File: src/rtl/calc_pkg.sv
// Shared definitions for the calculator game: operator codes, expression
// word layout, the generator state encoding and the period helper.
package calc_pkg;

  localparam logic [3:0] OP_ADD = 4'hA;
  localparam logic [3:0] OP_SUB = 4'hB;
  localparam logic [3:0] OP_MUL = 4'hC;
  localparam logic [3:0] OP_DIV = 4'hD;

  localparam int unsigned EXP_FLD_W  = 4;
  localparam int unsigned EXP_A_LSB  = 8;
  localparam int unsigned EXP_OP_LSB = 4;
  localparam int unsigned EXP_B_LSB  = 0;

  localparam logic [15:0] LFSR_POLY = 16'hB400;

  typedef enum logic [2:0] {
    IDLE,
    WAIT,
    DRAW,
    FIX,
    EMIT
  } gen_state_e;

  // Saturating period: never below pmin, and a product larger than pinit
  // clamps rather than wrapping.
  function automatic logic [9:0] next_period(input logic [9:0] pinit,
                                             input logic [9:0] pmin,
                                             input logic [9:0] pstep,
                                             input logic [3:0] lvl);
    logic [9:0] dec;
    dec = pstep * {6'd0, lvl};
    if (dec > pinit) return pmin;
    if ((pinit - dec) < pmin) return pmin;
    return pinit - dec;
  endfunction

endpackage

File: src/rtl/lfsr16.sv
// Free-running 16-bit Galois LFSR, shift-right form with the shared polynomial.
module lfsr16
  import calc_pkg::*;
#(
  parameter logic [15:0] SEED = 16'hACE1
) (
  input  logic        delay_clk,
  input  logic        rst,
  output logic [15:0] state_o
);

  logic [15:0] state_q, state_d;

  always_comb begin
    state_d = {1'b0, state_q[15:1]};
    if (state_q[0]) state_d = state_d ^ LFSR_POLY;
  end

  always_ff @(posedge delay_clk or negedge rst) begin
    if (!rst) state_q <= SEED;
    else      state_q <= state_d;
  end

  assign state_o = state_q;

endmodule

File: src/rtl/expr_generator.sv
// Periodic generator of legalised operand/operator/operand expressions with
// a score-dependent period and a one-cycle update pulse.
module expr_generator
  import calc_pkg::*;
#(
  parameter int unsigned PERIOD_INIT = 200,
  parameter int unsigned PERIOD_MIN  = 60,
  parameter int unsigned PERIOD_STEP = 10,
  parameter logic [15:0] LFSR_SEED   = 16'hACE1
) (
  input  logic        delay_clk,
  input  logic        rst,
  input  logic        enable,
  input  logic [6:0]  score,
  output logic [11:0] tmp_exp,
  output logic [1:0]  line,
  output logic        update
);

  localparam logic [9:0] P_INIT = 10'(PERIOD_INIT);
  localparam logic [9:0] P_MIN  = 10'(PERIOD_MIN);
  localparam logic [9:0] P_STEP = 10'(PERIOD_STEP);

  logic [15:0] lfsr;
  logic        bits_unused;

  lfsr16 #(.SEED(LFSR_SEED)) u_lfsr (
    .delay_clk(delay_clk),
    .rst      (rst),
    .state_o  (lfsr)
  );

  assign bits_unused = ^{lfsr[15:12], score[2:0]};

  gen_state_e  state_q;
  logic [9:0]  cnt_q, period_q, period_d;
  logic [3:0]  a_q, b_q, op_q, a_d, b_d;
  logic [1:0]  ln_q, ln_d, last_line_q, line_q;
  logic [11:0] tmp_exp_q;
  logic        update_q;

  always_comb begin
    ln_d = lfsr[11:10];
    if (ln_d == 2'd3) ln_d = (last_line_q == 2'd2) ? 2'd0 : last_line_q + 2'd1;
    a_d = a_q;
    b_d = b_q;
    if (op_q == OP_SUB && a_q < b_q) begin
      a_d = b_q;
      b_d = a_q;
    end
    if (op_q == OP_DIV && b_q == '0) b_d = 4'd1;
    period_d = next_period(P_INIT, P_MIN, P_STEP, score[6:3]);
  end

  // Outputs are loaded on the FIX->EMIT edge so update is high during EMIT.
  always_ff @(posedge delay_clk or negedge rst) begin
    if (!rst) begin
      state_q     <= IDLE;
      cnt_q       <= '0;
      period_q    <= P_INIT;
      a_q         <= '0;
      b_q         <= '0;
      op_q        <= OP_ADD;
      ln_q        <= '0;
      last_line_q <= 2'd2;
      tmp_exp_q   <= '0;
      line_q      <= '0;
      update_q    <= 1'b0;
    end else begin
      update_q <= 1'b0;
      if (state_q != IDLE && !enable) begin
        state_q <= IDLE;
      end else begin
        case (state_q)
          IDLE: if (enable) begin
            state_q <= WAIT;
            cnt_q   <= period_q - 10'd4;
          end
          WAIT: begin
            if (cnt_q == '0) state_q <= DRAW;
            else             cnt_q   <= cnt_q - 10'd1;
          end
          DRAW: begin
            a_q     <= lfsr[3:0];
            b_q     <= lfsr[7:4];
            op_q    <= OP_ADD + {2'b00, lfsr[9:8]};
            ln_q    <= ln_d;
            state_q <= FIX;
          end
          FIX: begin
            tmp_exp_q   <= {a_d, op_q, b_d};
            line_q      <= ln_q;
            last_line_q <= ln_q;
            update_q    <= 1'b1;
            state_q     <= EMIT;
          end
          EMIT: begin
            period_q <= period_d;
            cnt_q    <= period_d - 10'd4;
            state_q  <= WAIT;
          end
          default: state_q <= IDLE;
        endcase
      end
    end
  end

  assign tmp_exp = tmp_exp_q;
  assign line    = line_q;
  assign update  = update_q;

endmodule
File: config.mk
export PLATFORM = sky130hd
export DESIGN_NAME = expr_generator
export DESIGN_NICKNAME = d
export VERILOG_FILES = /design/src/rtl/calc_pkg.sv /design/src/rtl/lfsr16.sv /design/src/rtl/expr_generator.sv
export SDC_FILE = /design/constraint.sdc
export NUM_CORES = 1
export LEC_CHECK = 0
export ABC_AREA = 0
export BUFFER_PORTS_ARGS = -buffer_cell sky130_fd_sc_hd__buf_2
export CORE_ASPECT_RATIO = 0.75
export CORE_UTILIZATION = 30
export CTS_BUF_LIST = sky130_fd_sc_hd__clkbuf_4
export DETAILED_ROUTE_END_ITERATION = 16
export HOLD_SLACK_MARGIN = 0.12
export PLACE_DENSITY = 0.45
export SYNTH_ARGS = -nofsm -noshare
export SYNTH_HDL_FRONTEND = slang
export SYNTH_HIERARCHICAL = 1
export SYNTH_SLANG_ARGS = --single-unit
export TNS_END_PERCENT = 1
File: constraint.sdc
create_clock -name delay_clk -period 2.3 [get_ports delay_clk]
set_input_delay 0 -clock delay_clk [delete_from_list [all_inputs] [get_ports delay_clk]]
set_output_delay 0 -clock delay_clk [all_outputs]
set_load 0.01 [all_outputs]
* Word level (Yosys, flattened, before mapping) *
Index checks and enable logic that the tools add are counted.

storage, ports and cells
  flip-flop bits (word level) = 70
  latch bits = 0
  RAM bits = 0
  bits in read-only memories = 0
  input bits = 10
  output and inout port bits = 15
  word-level logic and storage cells = 72
  memories = 0

cells by class
  add/sub/neg operators = 6
  multipliers = 1
  div/mod/pow operators = 0
  magnitude comparators = 3
  equal/unequal tests = 12
  shift operators = 0
  multiplexer cells = 22
  bitwise logic cells = 2
  reduce and logical (&&, ||, !) cells = 14

operators with widths
  operator               count
  $mux 10                6
  $pmux 10 s3            1
  $sub 10x3->10 const B  2
  $mux 16                1
  $pmux 3 s5             1
  $mux 4                 3
  $logic_not 10->1       1
  $lt 10x6->1 const B    1
  $sub 10x1->10 const B  1
  $mux 3                 3
  $sub 8x8->9 const A    1
  $eq 4x4->1 const B     2
  $gt 8x8->1 const B     1
  $reduce_and 2->1       4
  $mul 3x4->7 const A    1
  $eq 3x2->1 const B     2
  $ne 3x3->1 const B     2
  $reduce_bool 3->1      2
  $mux 1                 5
  $add 4x2->4 const A    1
  $eq 2x2->1 const B     2
  $logic_not 4->1        1
  $lt 4x4->1             1
  $mux 2                 2
  10 further kinds       13

* Depth between registers and ports, before layout *
Gate-level depths: netlist of the first run.

  word-level depth = 9
  depth in mapped cells = 15
  gate-level depth less buffers = 15

* By module *
Netlist of the first run, hierarchy kept.

modules (own cells, without submodules)
  module          instances  cells an instance  area an instance (µm²)  sequential area each (µm²)
  expr_generator  1          314                2927.8                  1257.5
  lfsr16          1          32                 534.3                   410.4

* Worst setup path after synthesis of the first run *
Ideal clock, no wire load.

  kind = input to register
  from = in score[4]
  to = reg cnt_q[8]
  library setup time = 0.141 ns
  arrival time = 2.803 ns
  data required time = 2.159 ns
  slack = -0.643 ns
  stages on the path = 15
  buffers on the path = 0
  cell sequence = ha_1 -> ha_1 -> fa_1 -> or2_4 -> o311ai_1 -> a22o_4 -> nor2_8 -> nor2_1 -> nor2_1 -> a21oi_1 -> ha_1 -> nand2_1 -> a211oi_1 -> xor2_1 -> o221ai_1

between the ends
  cells in the longest elaborated chain, start to end = 9
  elaborated cells between the ends (all ways) = 12
  classes of those cells = 2 x add/sub; 1 x mul; 2 x order compare; 7 x mux

ends and longest elaborated chain
  element               RTL line                        text
  from (decl)           expr_generator.sv:14            input logic [6:0] score,
  $mul 3x4->7 *         calc_pkg.sv:32                  dec = pstep * {6'd0, lvl};
  $sub 8x8->9           calc_pkg.sv:34, calc_pkg.sv:35
  $lt 10x6->1           calc_pkg.sv:34                  if ((pinit - dec) < pmin) return pmin;
  $mux 1 (2 in a row)   calc_pkg.sv:34
  $mux 10               calc_pkg.sv:35                  return pinit - dec;
  $mux 10 *             calc_pkg.sv:34
  $sub 10x3->10 *       expr_generator.sv:99            cnt_q <= period_d - 10'd4;
  $pmux 10 s3 *         expr_generator.sv:74            case (state_q)
  to (signal assigned)  expr_generator.sv:77            cnt_q <= period_q - 10'd4;
  to (signal assigned)  expr_generator.sv:81            else cnt_q <= cnt_q - 10'd1;
  to (signal assigned)  expr_generator.sv:99
  to (decl)             expr_generator.sv:36            logic [9:0] cnt_q, period_q, period_d;

Mark *: on every way between the ends. The rest lies on a longest branch, timed or not. The select of a mux whose other input is x is not followed.
A chain may end at the register's enable or synchronous reset.

* Final worst setup path of the first run *
  from = in score[6]
  to = reg cnt_q[8]

The elaborated chain is that of the path after synthesis.

==> impl_metrics.csv, run 1 <==
group,metric,value,unit
run_status,status,"finished, violations left",
run_status,violations,"setup timing",
cts,post-cts-setup-buffer-count,0,
worst_setup_path,cpMostUsedCell,"ha_4",
sta,finalSetupViolations,1,
detailed_routing,drt-total-wl,7.970,mm
cts,cts_root_buf,"clkbuf_4",
synthesis,synth_cells,344,
finish,final_util,37.96,%
detailed_routing,top_layer,"met4",
global_routing,grt_max_degree,25,
sta,min_period,2.397,ns
synthesis,synth_area_per_cell,10.02,um2
cts,clockBufferDepth,2,
global_routing,overflow,0,
synthesis,synthesis.area,0.003447,mm2
die,rows,33,
cts,htree_num_levels,3,
global_routing,grt_pass1_vias,2481,
power_and_ir_drop,ir_worst_vdd,0.0002750,V
sta,worst_slack,-0.09654,ns
worst_setup_path,path_max_fanout,4,
sta,finalHoldViolations,0,
detailed_routing,final_antenna_net_count,0,
finish,final_common_cell,"dfrtp_1",
sta,hold_slack,0.1657,ns
die,coreArea,0.01107,mm2
detailed_routing,vias,2599,
placement,place_congestion,0.8184,
worst_setup_path,cp-end-kind,"register",
worst_setup_path,crit_chain,"buf_6 -> ha_4 -> ha_4 -> fa_2 -> or2_4 -> o311ai_4 -> a22o_4 -> nor2_8 -> nor2_4 -> nor2_1 -> a21oi_2 -> ha_2 -> nand2_1 -> a211oi_2 -> xor2_1 -> o221ai_1",
sta,slew_viol_final,0,
die,initial_core_util,31.15,%
hold_path,min_path_type,"input port to register",
placement,dp_hpwl,5.984,mm
sta,finClkSkew,0.01686,ns
die,die_w,125.8,um
worst_setup_path,worst_path_max_delay_cell,"fa_2",
sta,rsz0062_at_grt,"yes",
sta,timing.setup.tns,-0.09654,ns
worst_setup_path,critPathRequiredTime,2.59,ns
cts,clk_pin_slew,0.11,ns
worst_setup_path,worstSetupStartpointType,"input port",
global_routing,antenna_found_initial,0,
global_routing,track_usage,14.45,%
detailed_routing,wl_met1,4.426,mm
finish,final_cell_mix,"dfrtp_1, nand2_1, buf_4",
sta,worst_slew_pin_slew,0.6046,ns
placement,port_buffers,21,
finish,fillers,1145,
die,die-area,0.01193,mm2
sta,maxSlewHeadroom,59.17,%
global_routing,grt_pass1_wl,12.99,mm
worst_setup_path,critical_path_arrival,2.69,ns
finish,area_delta_synth_final,21.85,%
detailed_routing,wl_met2,3.254,mm
sta,max_freq,417.3,MHz
detailed_routing,routed-wl-met3,212,um
die,io_pins,25,
finish,diodes,0,
finish,drive_gt1_share,32.01,%
cts,tritoncts,"done",
sta,fin_crit_sh,104.2,%
finish,nNetsFinal,420,
synthesis,syn_nets,366,
power_and_ir_drop,p_leak,1.845,nW
synthesis,ys_warn_count,6,
cts,cts_buffers,9,
detailed_routing,drt_iter0_drc,167,
worst_setup_path,max_stage_delay,0.46,ns
worst_setup_path,path_class,"input port to register",
detailed_routing,via_per_inst,4.786,
cts,clkSinkCount,66,
placement,dpl_worst_slack,-0.7188,ns
detailed_routing,dr.pass1.iters,5,
flow_run,cap_viol_max_count,0,
die,die_h,94.83,um
detailed_routing,routedWlPerCell,14.68,um
detailed_routing,drc,0,
power_and_ir_drop,power_density,952.3,mW/mm2
cts,clk_latency,0.41,ns
## flip-flops by register name (all words and copies together), names as in the netlist
name            count
update              1
period_q            8
state_q             3
op_q                3
a_q                 4
line                1
cnt_q              10
last_line_q         2
u_lfsr/state_o     16
b_q                 4
ln_q                2
tmp_exp            12
## layout make-up
cell class | count | area [um2] | area share (%)
flip-flops and latches | 66 | 1668 | 39.71
inverters | 13 | 48.80 | 1.162
repair buffers | 66 | 488.0 | 11.62
clock inverters | 5 | 55.05 | 1.311
clock buffers | 11 | 82.58 | 1.966
well taps | 140 | 175.2 | 4.170
multi-input cells | 242 | 1683 | 40.07
## routing by layer
layer	vias to the layer above	track usage (%)
met4	0	5.422
met5	-	0
met3	8	3.683
met2	24	19.17
li1	1314	-
met1	1253	21.96
## where the power goes
group	total, W	internal [W]	switching (W)
clock network	0.000782	0.000352	0.000430
registers	0.00165	0.00144	0.000214
logic	0.00156	0.000735	0.000829
total	0.00400	0.00253	0.00147
## critical path: cells and delay by family
family / cells / cell delay, ns
AOI/OAI and AO/OA: 5 / 0.86
adders and majority gates: 4 / 1.05
xor gates and xnor gates: 1 / 0.17
and+or+nand+nor: 5 / 0.50
buffers and inverters: 1 / 0.10
## worst paths after layout
check | startpoint | endpoint | slack, ns | depth (start not counted)
min | score[6] | period_q[8]$_DFFE_PN0P_ | 0.17 | 5
min reg2reg | u_lfsr/state_o[12]$_DFF_PN0_ | u_lfsr/state_o[11]$_DFF_PN1_ | 0.36 | 0
max reg2reg | b_q[1]$_DFFE_PN0P_ | tmp_exp[8]$_DFFE_PN0P_ | 0.12 | 8
min in group asynchronous | rst | cnt_q[5]$_DFFE_PN0P_ | 0.65 | 4
max | score[6] | cnt_q[8]$_DFFE_PN0P_ | -0.1 | 16
max in group asynchronous | rst | u_lfsr/state_o[11]$_DFF_PN1_ | 1.28 | 4
## repair_timing
item,4_1_cts,5_1_grt
setup endpoints to repair,6,12
pin swaps,3,0
hold buffers,6,0
gates resized for setup,6,6
endpoints found under the hold margin,58,0
## per-stage QoR
| stage | area (um2) | total power [W] | std cells |
|---|---|---|---|
| after floorplan | 3513 | 0.002695 | 344 |
| after global placement | 3941 | 0.003207 | 521 |
| after detailed placement | 3941 | 0.003208 | 521 |
| after CTS | 4172 | 0.004034 | 543 |
| after global routing | 4200 | 0.004310 | 543 |
| final | 4200 | 0.004000 | 543 |
No activity file was read; power rests on OpenSTA's default activity.
==> run 2: changes to the inputs <==
==> constraint.sdc (replaced) <==
create_clock -name delay_clk -period 2.3 [get_ports delay_clk]
set_input_delay 0.23 -clock delay_clk [delete_from_list [all_inputs] [get_ports delay_clk]]
set_output_delay 0.23 -clock delay_clk [all_outputs]
set_load 0.01 [all_outputs]
==> run 2 against run 1 <==
Net effect: the flow still finishes with violations (setup timing); clock skew up 0.0031 ns; first-iteration DRC count up 12%; total power down 0.20%; count of clock-buffer cells in the layout down 2; hold slack worse by 0.0072 ns; register-to-register slack worse by 0.05 ns; final cell count up 0.37%; worst setup slack worse by 0.27 ns; global-route usage down 0.26 points; sequential power about the same; combinational power up 6%; clock power down 9.7%.
==> impl_metrics.csv, run 2 (synthesis results as in run 1) <==
group,metric,value,unit
hold_path,hold_end,"state_q[0]$_DFFE_PN0P_",
die,coreArea,0.01107,mm2
cts,cts_root_buf,"clkbuf_4",
global_routing,grt_pass1_vias,2394,
power_and_ir_drop,ir_worst_vdd,0.0003532,V
cts,tritoncts,"done",
hold_path,min_from,"enable",
finish,diodes,0,
global_routing,track_usage,14.19,%
worst_setup_path,cp-end-kind,"register",
finish,drive_gt1_share,34.57,%
finish,largest_reg_flops,16,
placement,place_congestion,0.8129,
finish,area_delta_synth_final,22.36,%
sta,fin_crit_sh,115.8,%
finish,final_area,0.004218,mm2
worst_setup_path,critPathRequiredTime,2.60,ns
global_routing,grt_max_degree,67,
detailed_routing,final_antenna_net_count,0,
power_and_ir_drop,power_density,946.5,mW/mm2
detailed_routing,routedWlPerCell,14.45,um
sta,rsz0062_at_grt,"yes",
die,io_pins,25,
finish,final_common_cell,"dfrtp_1",
sta,worst_slack,-0.3629,ns
finish,fillers,1121,
detailed_routing,drc,0,
placement,placed_cell_area,0.003976,mm2
power_and_ir_drop,p_leak,1.847,nW
sta,timing.setup.tns,-1.771,ns
cts,htree_num_levels,3,
worst_setup_path,path_max_fanout,4,
finish,final_cell_mix,"dfrtp_1, nand2_1, buf_4",
placement,port_buffers,21,
finish,nNetsFinal,422,
placement,dp_hpwl,5.764,mm
die,die_h,94.83,um
die,rows,33,
sta,finalSetupViolations,7,
detailed_routing,via_per_inst,4.872,
cts,cts_buffers,9,
worst_setup_path,timing.rr.end,"cnt_q[7]$_DFFE_PN0P_",
sta,slew_viol_final,0,
hold_path,hold_depth,2,
run_status,violations,"setup timing",
sta,min_period,2.663,ns
sta,maxSlewHeadroom,59.54,%
cts,clk_latency,0.43,ns
hold_path,min_path_type,"input port to register",
cts,clkSinkCount,66,
detailed_routing,drt-total-wl,7.877,mm
run_status,status,"finished, violations left",
sta,max_freq,375.5,MHz
flow_run,cap_viol_max_count,0,
worst_setup_path,regToRegSetupSlack,0.07,ns
global_routing,overflow,0,
worst_setup_path,critical_path_arrival,2.97,ns
detailed_routing,dr.pass1.iters,4,
sta,hold_slack,0.1585,ns
sta,finalHoldViolations,0,
global_routing,grt_pass1_wl,12.91,mm
die,die-area,0.01193,mm2
sta,worst_slew_pin_slew,0.5991,ns
worst_setup_path,path_class,"input port to register",
die,initial_core_util,31.15,%
detailed_routing,drt_iter0_drc,187,
worst_setup_path,worstSetupStartpointType,"input port",
die,die_w,125.8,um
cts,clockBufferDepth,2,
sta,finClkSkew,0.01991,ns
worst_setup_path,reg2reg_depth,7,
detailed_routing,vias,2655,
global_routing,antenna_found_initial,0,
worst_setup_path,crit-reg2reg-launch,"state_q[1]$_DFFE_PN0P_",
cts,clk_pin_slew,0.12,ns
==> run 2: worst max-delay path, stage by stage <==
cell and delay (ns):
buf_6 0.10, ha_4 0.26, ha_4 0.13, fa_2 0.46
or2_4 0.28, o311ai_4 0.24, a22o_4 0.19, nor2_8 0.04
nor2_4 0.10, nor2_1 0.04, a21oi_1 0.15, ha_2 0.24
nand2_2 0.05, a211oi_2 0.17, xor2_1 0.16, o221ai_1 0.11
==> run 2: through the flow <==
step           instances  worst slack (ns)  total power [W]  util (%)
2_1_floorplan        344           -0.6529         0.002695         -
3_3_place_gp         524           -0.9069         0.003226     35.93
3_5_place_dp         524           -0.9496         0.003235     35.93
4_1_cts              543           -0.4065         0.004009     37.47
5_1_grt              545           -0.4585         0.004317     38.12
6_report             545           -0.3629         0.003992     38.12
==> run 2: final cells by class <==
class	count	area [um2]	area share, %
clock buffers	9	67.56	1.602
clock inverters	7	53.80	1.276
inverters	13	48.80	1.157
multi-input cells	242	1715	40.67
flip-flops and latches	66	1668	39.54
well taps	140	175.2	4.153
repair buffers	68	489.2	11.60
==> run 2: timing repair <==
action | 4_1_cts | 5_1_grt
resized for setup | 6 | 11
hold buffers | 1 | 0
setup endpoints to repair | 8 | 14
pin swaps | 11 | 5
setup buffers | 2 | 2
hold endpoints to repair | 66 | 0
==> run 2: worst max path at each step <==
stage	from	end	depth (start not counted)	slack, ns
after floorplan	score[4]	cnt_q[8]$_DFFE_PN0P_	15	-0.65
after global routing	score[4]	cnt_q[8]$_DFFE_PN0P_	16	-0.46
after detailed placement	score[4]	cnt_q[8]$_DFFE_PN0P_	16	-0.95
after global placement	score[4]	cnt_q[8]$_DFFE_PN0P_	16	-0.91
final	score[4]	cnt_q[8]$_DFFE_PN0P_	16	-0.36
after CTS	score[6]	cnt_q[8]$_DFFE_PN0P_	16	-0.41
==> run 2: metal layers <==
layer | routed length (um) | GRT usage [%] | up-vias
li1 | - | - | 1314
met2 | 3040 | 17.82 | 44
met1 | 4462 | 22.30 | 1285
met4 | 117 | 4.518 | 0
met3 | 256 | 4.079 | 12
met5 | 0 | 0 | -
==> run 2: report_power, final <==
group	switching, W	internal (W)
sequential	0.000195	0.00144
combinational	0.000868	0.000784
clock	0.000478	0.000228
total	0.00154	0.00245
